==> config.mk <==
export PLATFORM = sky130hd
export DESIGN_NAME = shl_pipe8
export DESIGN_NICKNAME = d
export VERILOG_FILES = /design/src/rtl/shl_pipe8.sv
export SDC_FILE = /design/constraint.sdc
export NUM_CORES = 1
export LEC_CHECK = 0
export CAP_MARGIN = 20
export CORE_MARGIN = 8
export CORE_UTILIZATION = 58
export CTS_BUF_LIST = sky130_fd_sc_hd__clkbuf_8
export DETAILED_ROUTE_END_ITERATION = 12
export DONT_BUFFER_PORTS = 1
export HOLD_SLACK_MARGIN = 0.15
export PLACE_DENSITY = 0.76
export SKIP_CTS_REPAIR_TIMING = 1
export SLEW_MARGIN = 10
export SYNTH_ARGS = -nofsm -noshare
export SYNTH_HDL_FRONTEND = slang
export SYNTH_SLANG_ARGS = --single-unit
==> constraint.sdc <==
create_clock -name clk -period 1.1 [get_ports clk]
set_input_delay 0.11 -clock clk [delete_from_list [all_inputs] [get_ports clk]]
set_output_delay 0.11 -clock clk [all_outputs]
set_load 0.01 [all_outputs]
==> src/rtl/shl_pipe8.sv <==
// 8-bit left shifter/rotator built from three registered stages: shift by 1, 2 and 4.
// Latency: 3 rising edges from the accepting edge to out_valid. Sustains 1 op/clock.
// Backpressure: combinational ready chain from out_ready to in_ready; each stage holds while its ready is low.
module shl_pipe8 #(
    parameter int WIDTH = 8
) (
    input  logic             clk,
    input  logic             rst_n,
    input  logic             in_valid,
    output logic             in_ready,
    input  logic [WIDTH-1:0] in_data,
    input  logic [2:0]       in_amt,
    input  logic             in_rot,
    output logic             out_valid,
    input  logic             out_ready,
    output logic [WIDTH-1:0] out_data,
    output logic             out_carry
);

    // One stage step: returns {carry, data}. With en=0 data and carry pass through.
    // The carry is the last bit pushed past the MSB, d[8-sh], which is bit 8 of the
    // zero-extended operand after the shift.
    function automatic logic [WIDTH:0] stage_step(
        input logic [WIDTH-1:0] d,
        input logic             c,
        input logic             rot,
        input logic             en,
        input logic [2:0]       sh
    );
        logic [WIDTH:0]     ext;
        logic [2*WIDTH-1:0] rw;
        ext = {1'b0, d} << sh;
        rw  = {d, d} << sh;
        if (!en)
            return {c, d};
        return {ext[WIDTH], rot ? rw[2*WIDTH-1:WIDTH] : ext[WIDTH-1:0]};
    endfunction

    // Stage 1: shift-by-1 result plus the amount bits still to apply
    logic             v1, c1, r1;
    logic [WIDTH-1:0] d1;
    logic [1:0]       a1;
    // Stage 2: shift-by-2 result
    logic             v2, c2, r2, a2;
    logic [WIDTH-1:0] d2;
    // Stage 3: shift-by-4 result, drives the outputs directly
    logic             v3, c3;
    logic [WIDTH-1:0] d3;

    logic rdy1, rdy2, rdy3;

    // Ready chain: a stage can load when it is empty or the stage after it can load
    always_comb begin
        rdy3 = !v3 || out_ready;
        rdy2 = !v2 || rdy3;
        rdy1 = !v1 || rdy2;
    end

    assign in_ready  = rdy1;
    assign out_valid = v3;
    assign out_data  = d3;
    assign out_carry = c3;

    // Stage 1 register: captures the operand; carry starts at 0 when no shift-by-1
    always_ff @(posedge clk or negedge rst_n) begin
        if (!rst_n) begin
            v1 <= 1'b0;
            c1 <= 1'b0;
            r1 <= 1'b0;
            d1 <= '0;
            a1 <= '0;
        end else if (rdy1) begin
            v1         <= in_valid;
            {c1, d1}   <= stage_step(in_data, 1'b0, in_rot, in_amt[0], 3'd1);
            r1         <= in_rot;
            a1         <= in_amt[2:1];
        end
    end

    // Stage 2 register: applies shift-by-2; a bubble from stage 1 clears v2
    always_ff @(posedge clk or negedge rst_n) begin
        if (!rst_n) begin
            v2 <= 1'b0;
            c2 <= 1'b0;
            r2 <= 1'b0;
            d2 <= '0;
            a2 <= 1'b0;
        end else if (rdy2) begin
            v2         <= v1;
            {c2, d2}   <= stage_step(d1, c1, r1, a1[0], 3'd2);
            r2         <= r1;
            a2         <= a1[1];
        end
    end

    // Stage 3 register: applies shift-by-4; holds steady while downstream stalls
    always_ff @(posedge clk or negedge rst_n) begin
        if (!rst_n) begin
            v3 <= 1'b0;
            c3 <= 1'b0;
            d3 <= '0;
        end else if (rdy3) begin
            v3         <= v2;
            {c3, d3}   <= stage_step(d2, c2, r2, a2, 3'd4);
        end
    end

endmodule

== Yosys cells after proc, flatten, opt, wreduce, memory -nomap -nowiden ==
Cells that the tools add are included.
W data, S select, Z words.

* Input bits: 16
* Output and inout bits: 11
* Logic and storage cells: 34
* Flip-flop bits (word level): 35

* Muxes and demuxes: 15
* Reductions and logical operators: 6

{| class="wikitable"
|+ Operators with widths
! operator !! number
|-
| $mux W9 || 6
|-
| $mux W1 || 7
|-
| $mux W4 || 1
|-
| $logic_not A1 Y1 || 3
|-
| $logic_or A1 B1 Y1 || 3
|-
| $mux W2 || 1
|}

== Logic depth before layout (Yosys ltp) ==
* Depth after elaboration: 6
* Depth in mapped cells: 5
* Gate-level depth less buffers: 3

== Least setup slack after synthesis ==
No wires, ideal clock.

* Kind: register to register
* Start point: register v3 (netlist: out_valid)
* End point: register r2
* Data required time: 0.975 ns
* Period minus slack after synthesis: 1.170 ns
* Arrival time: 1.045 ns
* Path buffers: 1
* Setup time: 0.125 ns
* Setup slack: -0.070 ns
* Cell stages (with the launch flop): 4
* Path through: dfrtp_1 > nand3b_1 > buf_2 > mux2_4

* Cells in the longest elaborated chain, start to end: 3

{| class="wikitable"
|+ Ends and longest elaborated chain
! what !! RTL line !! text
|-
| start: declaration || 47 || <nowiki>logic v3, c3;</nowiki>
|-
| start signal: assignment || 103 || <nowiki>v3 <= v2;</nowiki>
|-
| $logic_not A1 Y1 || 54 || <nowiki>rdy3 = !v3 || out_ready;</nowiki>
|-
| $logic_or A1 B1 Y1 || 54 ||
|-
| $logic_or A1 B1 Y1 || 55 || <nowiki>rdy2 = !v2 || rdy3;</nowiki>
|-
| end signal: assignment || 91 || <nowiki>r2 <= r1;</nowiki>
|-
| end: declaration || 44 || <nowiki>logic v2, c2, r2, a2;</nowiki>
|}

Every way passes these cells.
A chain may end at the register's enable or synchronous reset.

== Worst setup path in the final report ==
* Start point: register v2
* End point: output in_ready

* Cells in the longest elaborated chain, start to end: 3

{| class="wikitable"
|+ Ends and longest elaborated chain
! what !! RTL line !! text
|-
| start: declaration || 44 ||
|-
| start signal: assignment || 89 || <nowiki>v2 <= v1;</nowiki>
|-
| $logic_not A1 Y1 || 55 ||
|-
| $logic_or A1 B1 Y1 || 55 ||
|-
| $logic_or A1 B1 Y1 || 56 || <nowiki>rdy1 = !v1 || rdy2;</nowiki>
|-
| end: declaration || 10 || <nowiki>output logic in_ready,</nowiki>
|}

Every way passes these cells.

==> flow_summary.ini <==
[outcome]
run_status = finished with violations
violations_in_the_final_reports = negative setup slack

[worst_hold_path]
min_path_type = in2reg
hold_depth = 3
min_delay_worst_endpoint = v1
hold_path_startpoint = out_ready

[clock_network]
cts_buffers = 5
clk_path_buf_depth = 2
clock_sinks = 35
cts_tree = built
cts.clk_slew.worst_paths_ps = 70
h-tree-depth = 2
clock-root-buffer = clkbuf_8
worst_skew_pair.late_latency_ps = 280

[logic_synthesis]
netlist-cell-type-count = 19
cell_count_after_synthesis = 143
yosysWarnings = 0
synth_area_mm2 = 0.001555
synth.net_count = 159
ys_seq_elements = 35
seq_area_frac_synth = 0.5632
synth.avg_cell_area_um2 = 10.88

[finish]
net_count_reported_at_finish = 188
fill_cells = 140
fin_area_mm2 = 0.001994
post-route-util = 0.7978
final-instance-count-excl-fill = 203
area_growth_pct = 28.24
num_antenna_cells = 0
drive_gt1_frac = 0.2428

[sta]
worst_hold_slack_ps = 181.9
rsz0062_at_grt = yes
max-slew-margin-rel = 0.6757
finalCriticalPeriod_ps = 1239
layout_worst_path_cycle_share = 1.126
fin_worst_skew_ps = 4.013
fin_tns_setup_ps = -881.0
maxClockFrequency_mhz = 807.2
post_layout_worst_setup_margin_ps = -138.9
finalSetupViolations = 19
timing_hold_violations_final = 0
slew_viol_final = 0
worst-slew-pin-transition_ps = 484.8

[power_and_ir_drop]
power.density_cell_area_mw_per_mm2 = 1649
register_share_of_total_power = 0.553
power.internal_mw = 2.300
leakagePower_nw = 0.8880
share_comb_of_total_power = 0.189
power.switching_mw = 0.9883
power.ir.vdd_worst_mv = 1.626
design_power_total_mw = 3.288
pwr-share-clk = 0.258
power_switching_share = 0.3006

[setup_path]
timing.reg2reg.worst_path_depth = 3
worstSetupPathType = reg2out
startpoint_type = flip-flop
critPathArrivalTime_ps = 1130
regToRegEndpoint = r2
critPathCaptureType = primary output
worstReg2RegStart = out_valid
r2r_slack_ps = -90
crit_fanout = 7
worst_ep_required_time_ps = 990

[floorplan]
boundaryPins = 27
floorplan.core_area_mm2 = 0.002500
row_count = 18
design.die.area_mm2 = 0.004594
starting_utilization_of_the_core_area = 0.6221
die_w_um = 67.78
die_height_um = 67.78

[placed_design]
port_buffers = 0
postPlaceCellArea_mm2 = 0.001578
detailedPlace.worstSlack_ps = -57.55
dpl.hpwl_um = 2076
placed_cells_incl_taps = 169
gp_routability_congestion = 0.7214

[job]
maxCapViolCount = 0

[grt]
grt_pass1_vias = 1045
largest_net_degree_at_the_start_of_global_routing = 36
grt_first_pass_wirelength_um = 4823
number_of_antenna_violations_at_the_first_check_in_global_routing = 0
grt_util_all_layers = 0.1423
grt_overflow = 0

[detailed_routing]
drt-initial-drc-count = 56
route.detailed.wl_per_inst_um = 16.21
first_pass_iters = 4
route.detailed.drc = 0
number_of_antenna_violating_nets_in_the_routed_design = 0
via_per_inst = 5.502
route.final.wire_length_um = 3291
vias = 1117
-- logic make-up (layout without fill, tap and decap cells) --
group / Yosys count / count (layout) / share of synthesized area
AND/OR/NAND/NOR: 40 / 40 / 0.1247
flip-flops: 35 / 35 / 0.5632
AO/OA/AOI/OAI: 34 / 34 / 0.1150
multiplexers: 24 / 24 / 0.1609
buffers and inverters: 10 / 40 / 0.03620
-- worst max-delay path, stage by stage, from the launching register on --
cell and delay [ps]:
dfrtp_1 420, nand4b_4 150, buf_12 160, buf_6 110
-- per-layer routing --
layer | track usage | vias up | share of wire
met5 | 0 | - | 0
met1 | 0.1576 | 527 | 0.41
met3 | 0.07285 | 6 | 0.077
met2 | 0.2225 | 34 | 0.50
li1 | - | 550 | -
met4 | 0.06905 | 0 | 0.013
-- worst max path at each step --
stage / end / slack [ps] / from / depth (start not counted)
floorplan: r2 / -20 / out_valid / 3
global placement: d2[7] / 2 / out_valid / 4
detailed placement: d2[3] / -60 / out_valid / 4
CTS: in_ready / -320 / out_valid / 3
global route: in_ready / -180 / v2 / 3
finish: in_ready / -140 / v2 / 3
-- power by group through the flow --
stage                     clock [mW]  combinational [mW]  sequential (mW)
final                          0.848               0.622             1.82
after global routing           0.955               0.690             1.86
after CTS                      0.881               0.437             1.80
after detailed placement           0               0.433             1.82
after global placement             0               0.415             1.80
after floorplan                    0               0.420             1.73
-- final cells by class --
| class | count | area [um2] | area share |
|---|---|---|---|
| Timing Repair Buffer | 31 | 306.5 | 0.1537 |
| Sequential cell | 35 | 878.3 | 0.4404 |
| Clock buffer | 5 | 68.82 | 0.03450 |
| Clock inverter | 3 | 12.51 | 0.006274 |
| Tap cell | 30 | 37.54 | 0.01882 |
| Inverter | 1 | 3.754 | 0.001882 |
| Multi-Input combinational cell | 98 | 686.9 | 0.3444 |
-- synthesized netlist by cell type --
| master | number | area, um2 |
|---|---|---|
| a21oi_1 | 17 | 85.08 |
| a31oi_1 | 7 | 43.79 |
| buf_2 | 6 | 30.03 |
| buf_4 | 3 | 22.52 |
| dfrtp_1 | 35 | 875.8 |
| inv_1 | 1 | 3.750 |
| mux2_2 | 4 | 45.04 |
| mux2_4 | 1 | 15.01 |
| mux2i_1 | 19 | 190.2 |
| nand2_1 | 9 | 33.78 |
| nand2b_1 | 2 | 12.51 |
| nand3_1 | 1 | 5.000 |
| nand3b_1 | 1 | 7.510 |
| nand4b_2 | 1 | 15.01 |
| nor2_1 | 17 | 63.81 |
| nor2b_1 | 8 | 50.05 |
| o21ai_0 | 8 | 40.04 |
| o21ai_1 | 2 | 10.01 |
| or2_1 | 1 | 6.260 |
-- state kept, by name, indices dropped and copies added, names as in the netlist, 2 cells and up --
signal and count:
a1 2, d1 8, d2 8, out_data 8
-- placed cells by master (no fill, tap or decap), drive strengths merged --
cell and count:
dfrtp 35, mux2i 19, a21oi 17, nor2 17, buf 16, dlygate4sd3 15, o21ai 10, nand2 9
nor2b 8, a31oi 7, clkbuf 5, mux2 5, inv 3, nand2b 2, nand4b 1, nand3b 1
nand3 1, or2 1, clkinv 1
Power figures use the tool's default switching activity.
